<file path="config.mk">
export PLATFORM = sky130hd
export DESIGN_NAME = demux_word_collector
export DESIGN_NICKNAME = d
export VERILOG_FILES = /design/src/rtl/demux_collect_pkg.sv /design/src/rtl/collect_lane.sv /design/src/rtl/demux_word_collector.sv
export SDC_FILE = /design/constraint.sdc
export NUM_CORES = 1
export LEC_CHECK = 0
export BUFFER_PORTS_ARGS = -buffer_cell sky130_fd_sc_hd__buf_2
export CORE_AREA = 2 2 148 186
export CTS_BUF_LIST = sky130_fd_sc_hd__clkbuf_8
export DETAILED_ROUTE_END_ITERATION = 8
export DIE_AREA = 0 0 150 188
export MAX_ROUTING_LAYER = met4
export PLACE_DENSITY = 0.62
export SYNTH_ARGS = -nofsm -noshare
export SYNTH_HDL_FRONTEND = slang
export SYNTH_SLANG_ARGS = --single-unit
export TNS_END_PERCENT = 50
</file>
<file path="constraint.sdc">
create_clock -name clk -period 6 [get_ports clk]
set_clock_uncertainty 0.15 [all_clocks]
set_input_delay 0.9 -clock clk [delete_from_list [all_inputs] [get_ports clk]]
set_output_delay 0.9 -clock clk [all_outputs]
set_load 0.01 [all_outputs]
</file>
<file path="src/rtl/demux_collect_pkg.sv">
// demux_collect_pkg: shared lane constants, lane index type and round-robin helper
package demux_collect_pkg;
  localparam int NLANES = 8;
  localparam int SEL_W = 3;
  typedef logic [SEL_W-1:0] lane_t;
  function automatic lane_t rr_next(lane_t l);
    return l + lane_t'(1);
  endfunction
endpackage

</file>
<file path="src/rtl/collect_lane.sv">
// collect_lane: one lane's shift register, bit count, holding register and sticky overflow
// DEMUX_COLLECT_MSB_FIRST_EN selects that the first bit lands in the word MSB
module collect_lane #(parameter int WIDTH = 8) (
  input  logic             clk,
  input  logic             rst_n,
  input  logic             shift_en,
  input  logic             din,
  input  logic             rd,
  input  logic             ovf_clr,
  output logic             hold_full,
  output logic [WIDTH-1:0] hold_data,
  output logic             ovf
);
  localparam int CW = $clog2(WIDTH);
  logic [WIDTH-1:0] sr, sr_nxt;
  logic [CW-1:0] cnt;
  logic done, load;
`ifdef DEMUX_COLLECT_MSB_FIRST_EN
  assign sr_nxt = {sr[WIDTH-2:0], din};
`else
  assign sr_nxt = {din, sr[WIDTH-1:1]};
`endif
  assign done = shift_en && cnt == CW'(WIDTH-1);
  // a read in the same cycle frees the holding register for the new word
  assign load = done && (!hold_full || rd);
  always_ff @(posedge clk or negedge rst_n)
    if (!rst_n) begin
      sr <= '0;
      cnt <= '0;
      hold_full <= 1'b0;
      hold_data <= '0;
      ovf <= 1'b0;
    end else begin
      if (shift_en) begin
        sr <= sr_nxt;
        cnt <= done ? '0 : cnt + CW'(1);
      end
      if (load) hold_data <= sr_nxt;
      hold_full <= load || (hold_full && !rd);
      ovf <= (done && !load) || (ovf && !ovf_clr);
    end
endmodule

</file>
<file path="src/rtl/demux_word_collector.sv">
// demux_word_collector: assembles demux lane bits into words, round-robin drained over valid/ready
// DEMUX_COLLECT_MSB_FIRST_EN selects that the first bit lands in the word MSB
module demux_word_collector
  import demux_collect_pkg::*;
#(parameter int WIDTH = 8) (
  input  logic              clk,
  input  logic              rst_n,
  input  logic              bit_valid,
  input  logic [SEL_W-1:0]  sel,
  input  logic [NLANES-1:0] demux_out,
  output logic              word_valid,
  input  logic              word_ready,
  output logic [SEL_W-1:0]  word_lane,
  output logic [WIDTH-1:0]  word_data,
  output logic [NLANES-1:0] ovf,
  input  logic              ovf_clr
);
  logic [NLANES-1:0] hf, rd;
  logic [WIDTH-1:0] hd [NLANES];
  lane_t rr, lk_lane, scan;
  logic lk, xfer;
  always_comb begin
    scan = rr;
    for (int i = NLANES-1; i >= 0; i--)
      if (hf[rr + lane_t'(i)]) scan = rr + lane_t'(i);
  end
  // a stalled offer stays pinned to its lane until the handshake
  assign word_lane = lk ? lk_lane : scan;
  assign word_valid = |hf;
  assign word_data = hd[word_lane];
  assign xfer = word_valid && word_ready;
  for (genvar k = 0; k < NLANES; k++) begin : g_lane
    assign rd[k] = xfer && word_lane == lane_t'(k);
    collect_lane #(.WIDTH(WIDTH)) u_lane (
      .clk(clk),
      .rst_n(rst_n),
      .shift_en(bit_valid && sel == lane_t'(k)),
      .din(demux_out[k]),
      .rd(rd[k]),
      .ovf_clr(ovf_clr),
      .hold_full(hf[k]),
      .hold_data(hd[k]),
      .ovf(ovf[k])
    );
  end
  always_ff @(posedge clk or negedge rst_n)
    if (!rst_n) begin
      rr <= '0;
      lk <= 1'b0;
      lk_lane <= '0;
    end else begin
      lk <= word_valid && !word_ready;
      lk_lane <= word_lane;
      if (xfer) rr <= rr_next(word_lane);
    end
endmodule

</file>
=== Word level (Yosys, flattened, before mapping) ===
Index checks and enable logic that the tools add are counted.

* Flip-flop bits (word level): 175
* Input port bits: 16
* Logic and storage cells: 238

* Add/subtract/negate cells: 16
* $lt $le $gt $ge: 9
* Eq/ne operators: 22
* Mux-type cells: 36
* Bitwise operators: 1
* Reduce and logical (&&, ||, !) cells: 111

{| class="wikitable"
|+ Operators by type and width
! cell !! count
|-
| logical AND 1 bit || 58
|-
| two-way mux 3 bit || 17
|-
| equality test 3 bit, second input constant || 16
|-
| less-than comparator 3 x 4 -> 1 bit, second input constant || 8
|-
| adder 3 x 1 -> 3 bit, second input constant || 10
|-
| logical NOT 1 bit || 26
|-
| binary-select mux 1 bit (select 3 bit) || 8
|-
| binary-select mux 8 bit (select 3 bit) || 1
|-
| logical OR 1 bit || 24
|-
| two-way mux 8 bit || 2
|-
| adder 3 bit, second input constant || 4
|-
| equality test 3 x 2 -> 1 bit, second input constant || 4
|-
| two-way mux 1 bit || 8
|-
| OR reduction 8 bit || 1
|-
| adder 3 x 2 -> 3 bit, second input constant || 2
|-
| equality test 3 x 1 -> 1 bit, second input constant || 2
|-
| logical NOT 3 bit || 2
|-
| >= comparator 4 bit, second input constant || 1
|-
| NOT 3 -> 4 bit || 1
|}

=== Longest topological paths before layout ===
* Depth in word-level cells: 19
* Gate-level depth with buffers: 19
* Depth with buffers taken out: 15

=== By module ===
From an unflattened synthesis, not the netlist that was laid out.

* Cells, all modules: 619
* Area total of the unflattened synthesis: 8730.9 µm²

{| class="wikitable"
|+ By module, submodules not included
! module !! times used !! cells each !! area an instance (µm²) !! seq. area each (µm²)
|-
| collect_lane || 8 || 50 || 844.6 || 500.5
|-
| demux_word_collector || 1 || 219 || 1974.4 || 175.2
|}

=== Worst setup path before layout ===
OpenSTA, ideal clock, no wires.

* Kind: register to output
* From: reg rr[1]
* To: out word_data[0]
* Arrival: 3601 ps
* Data required time: 4950 ps
* Setup slack: 1349 ps
* Cell stages (with the launch flop): 14
* Path buffers: 3
* Cell sequence: dfrtp_1 > buf_2 > clkinv_1 > ha_1 > buf_6 > buf_2 > mux4_2 > a21boi_0 > or4b_1 > a21o_1 > o221ai_4 > nor3_1 > a22o_1 > a221oi_1

* Word-level cells in the longest chain between the ends: 16

{| class="wikitable"
|+ RTL lines
! element !! line !! RTL
|-
| start: declaration || demux_word_collector.sv:20 || <nowiki>lane_t rr, lk_lane, scan;</nowiki>
|-
| start signal: assignment || demux_word_collector.sv:54 || <nowiki>if (xfer) rr <= rr_next(word_lane);</nowiki>
|-
| adder 3 bit || demux_word_collector.sv:25 || <nowiki>if (hf[rr + lane_t'(i)]) scan = rr + lane_t'(i);</nowiki>
|-
| binary-select mux 1 bit (select 3 bit) || demux_word_collector.sv:25 ||
|-
| two-way mux 1 bit (implied by the code) || demux_word_collector.sv:25 ||
|-
| two-way mux 3 bit (7 in series) || demux_word_collector.sv:25 ||
|-
| two-way mux 3 bit (*) || demux_word_collector.sv:25 ||
|-
| two-way mux 3 bit (*) || demux_word_collector.sv:28 || <nowiki>assign word_lane = lk ? lk_lane : scan;</nowiki>
|-
| NOT 3 -> 4 bit (implied by the code) (*) || demux_word_collector.sv:30 || <nowiki>assign word_data = hd[word_lane];</nowiki>
|-
| binary-select mux 8 bit (select 3 bit) (*) || demux_word_collector.sv:30 ||
|-
| two-way mux 8 bit (implied by the code) (*) (2 in series) || demux_word_collector.sv:30 ||
|-
| end: declaration || demux_word_collector.sv:14 || <nowiki>output logic [WIDTH-1:0] word_data,</nowiki>
|}

Every way passes the cells marked *; elsewhere a longest branch is shown, timed or not. The select of a mux whose other input is x is not followed.

=== Worst setup path in the final report ===
Ends and elaborated chain as after synthesis.

==> results.ini <==
[run_status]
status=complete, no violations

[place]
hpwl_mm=15.8
dp.cells=1169
io_buffers=35
place.gp.congestion=0.859

[grt]
grtUsageMet2_pct=26.5
busiest_layer=met2
antenna_found_initial=1
track_usage_pct=16.8
grt_util_met3_pct=3.16
grt_pass1_wl_mm=36.1
met1_usage_pct=21.4
grt_max_degree=83
overflow=0
grt_pass1_vias=6422

[worst_setup_path]
slowest_stage=o31ai_1
crit_fanout=10
critical_path_required_ns=4.95
worst-setup-path-type=reg2out
slowest_delay_ns=0.65
startpoint_type=flip-flop
path_cells=clkinv_1, ha_1, mux4_2, mux2_2, a41o_1, o31ai_1, a21oi_1, a22o_1, a221oi_1, buf_2
rr_startpoint=rr[1]
arrival_ns=4.67
cp_top_family=compound AO/OA/AOI/OAI gates
path_buf_inv=2
cp-end-kind=output pin
startpoint=rr[1]

[route]
drtIter0Drc=405
via_per_inst=5.40
ant_nets=0
drcViolationCount=0
drt_pre_antenna_iters=5
dr_total_vias=6488
drt-wirelength-per-cell_um=18.2
routed_wl_mm=21.8

[cts]
insertion_delay_ns=0.47
cts_max_level=4
cts_hold_buf=0
cts_buffer_depth=2
root_buffer=clkbuf_8
clk_pin_slew_ns=0.11
cts_buffers=17
cts_setup_buffers=0
post_cts_resized=0
cts_tree=built
cts_sinks=167

[sta]
tns_ns=0
max_freq_mhz=175
worstMarginPinSlew_ns=1.04
finalSetupViolations=0
hold_viol_final=0
rsz0062_at_grt=false
period_minus_slack_ns=5.72
slew_headroom_pct=30.2
slew_viol_final=0
fin_crit_sh_pct=95.4

[synth]
yosys_register_bits=167
avgSynthCellArea_sq_um=11.0
synth_area_sq_um=9140
async_flop_share_pct=100
syn_inst=833
synth_area_leaders=dfrtp_1 46%, mux2_2 8.7%, nand2_1 5.3%
synth_edf_count=0
yosysUniqueCellTypes=63
synth_top_cell_area_share_pct=45.7
yosys.area.top_type=dfrtp_1
yosysWarnings=0
synthFlopType=dfrtp_1
yosysSeqAreaShare_pct=45.7
synth_nets=868

[finish]
fin_nets=878
areaGrowthSynthToFinish_pct=9.51
layout.cells.non_filler=1202
nFillCells=2637
final_util_pct=37.8
layout-drive-gt1-share_pct=22.2

[floorplanning]
dieArea_sq_um=28200
std_cell_rows=67
die-height_um=188
initial_core_util_pct=34.5
boundaryPins=36
die_w_um=150
coreArea_sq_um=26500

[pwr]
cellPowerDensity_nw_per_um2=607
ir_drop_uv=377
leakage_nw=4.65
power_mw=6.08

[job]
cap_violations=0

[min_path]
hp-class=in2async

kinds of logic after synthesis:
logic type	share of synthesized area [%]
adder cells (fa/ha/maj)	2.60
buffers and inverters	4.31
flip-flops	45.7
AO/OA/AOI/OAI	9.91
XOR/XNOR	0.287
multiplexers	21.7
AND/OR/NAND/NOR	15.4
where the power goes:
part,internal [mW],switching (mW)
sequential,1.39,0.294
clock,0.354,0.477
combinational,1.43,2.14
per-layer routing:
layer,wire (um),share of wire [%]
met1,9720,45
met2,10700,49
met3,805,3.7
met4,618,2.8
met5,0,0
placed cells by master, fill, tap and decap left out, drive strengths merged, types with 16 or more instances in the layout:
cell type | netlist | layout
a221oi | 16 | 16
a31oi | 16 | 16
buf | 28 | 51
clkbuf | 32 | 17
dfrtp | 167 | 167
ha | 19 | 19
inv | 20 | 28
mux2 | 99 | 99
mux2i | 46 | 46
mux4 | 16 | 16
nand2 | 130 | 130
nand3 | 47 | 47
nand3b | 21 | 21
nand4 | 17 | 17
nor2 | 19 | 19
o21ai | 21 | 21
synthesized netlist by cell type, types with 3 or more instances:
library cell,instances
buf_6,3
mux2i_1,46
nor2_1,19
buf_2,9
clkbuf_1,32
and2_1,13
buf_4,13
mux2_1,19
a221oi_1,16
o22ai_1,8
clkinv_1,3
o21ai_0,19
a21oi_1,6
dfrtp_1,167
mux4_1,5
buf_1,3
nor3b_1,9
mux2_4,9
nand2b_1,5
nand3_1,46
ha_1,19
mux2_2,71
a31oi_1,16
o211ai_1,10
nand3b_1,21
mux4_2,11
a22o_1,11
a41o_1,3
a21o_1,6
inv_1,18
nand4_1,17
nand2_1,130
or2_2,4
nor3_1,10
final cells by class:
cell class / count / area, sq um / share of cell area (%)
Antenna cell: 1 / 2.50 / 0.0250
Clock buffer: 17 / 234 / 2.34
Clock inverter: 15 / 184 / 1.84
Inverter: 23 / 86.3 / 0.862
Multi-Input combinational cell: 583 / 4580 / 45.7
Sequential cell: 167 / 4180 / 41.7
Tap cell: 345 / 432 / 4.31
Timing Repair Buffer: 51 / 314 / 3.14
final timing paths:
kind,to,slack (ns),cells after the start
max,word_data[0],0.28,10
min reg2reg,g_lane[7].u_lane.sr[1],0.33,2
max reg2reg,g_lane[7].u_lane.hold_data[6],1.02,17
max in group asynchronous,g_lane[1].u_lane.hold_full,4.31,2
min,g_lane[1].u_lane.hold_data[3],0.30,1
min in group clk,g_lane[7].u_lane.sr[1],0.33,2
state kept, by name, summed over array words and instances, names as in the netlist:
name                     cells
g_lane.u_lane.cnt           24
g_lane.u_lane.hold_data     64
g_lane.u_lane.hold_full      8
g_lane.u_lane.ovf            8
g_lane.u_lane.sr            56
lk                           1
lk_lane                      3
rr                           3
through the flow:
step / cell area [sq um] / worst slack (ns) / hold slack (ns)
after floorplan: 9140 / 1.35 / 0.292
after global placement: 9590 / 0.862 / 0.308
after detailed placement: 9590 / 0.810 / 0.318
after CTS: 10000 / 0.280 / 0.321
after global routing: 10000 / 0.0106 / 0.340
final: 10000 / 0.278 / 0.296
Power figures use the tool's default switching activity.
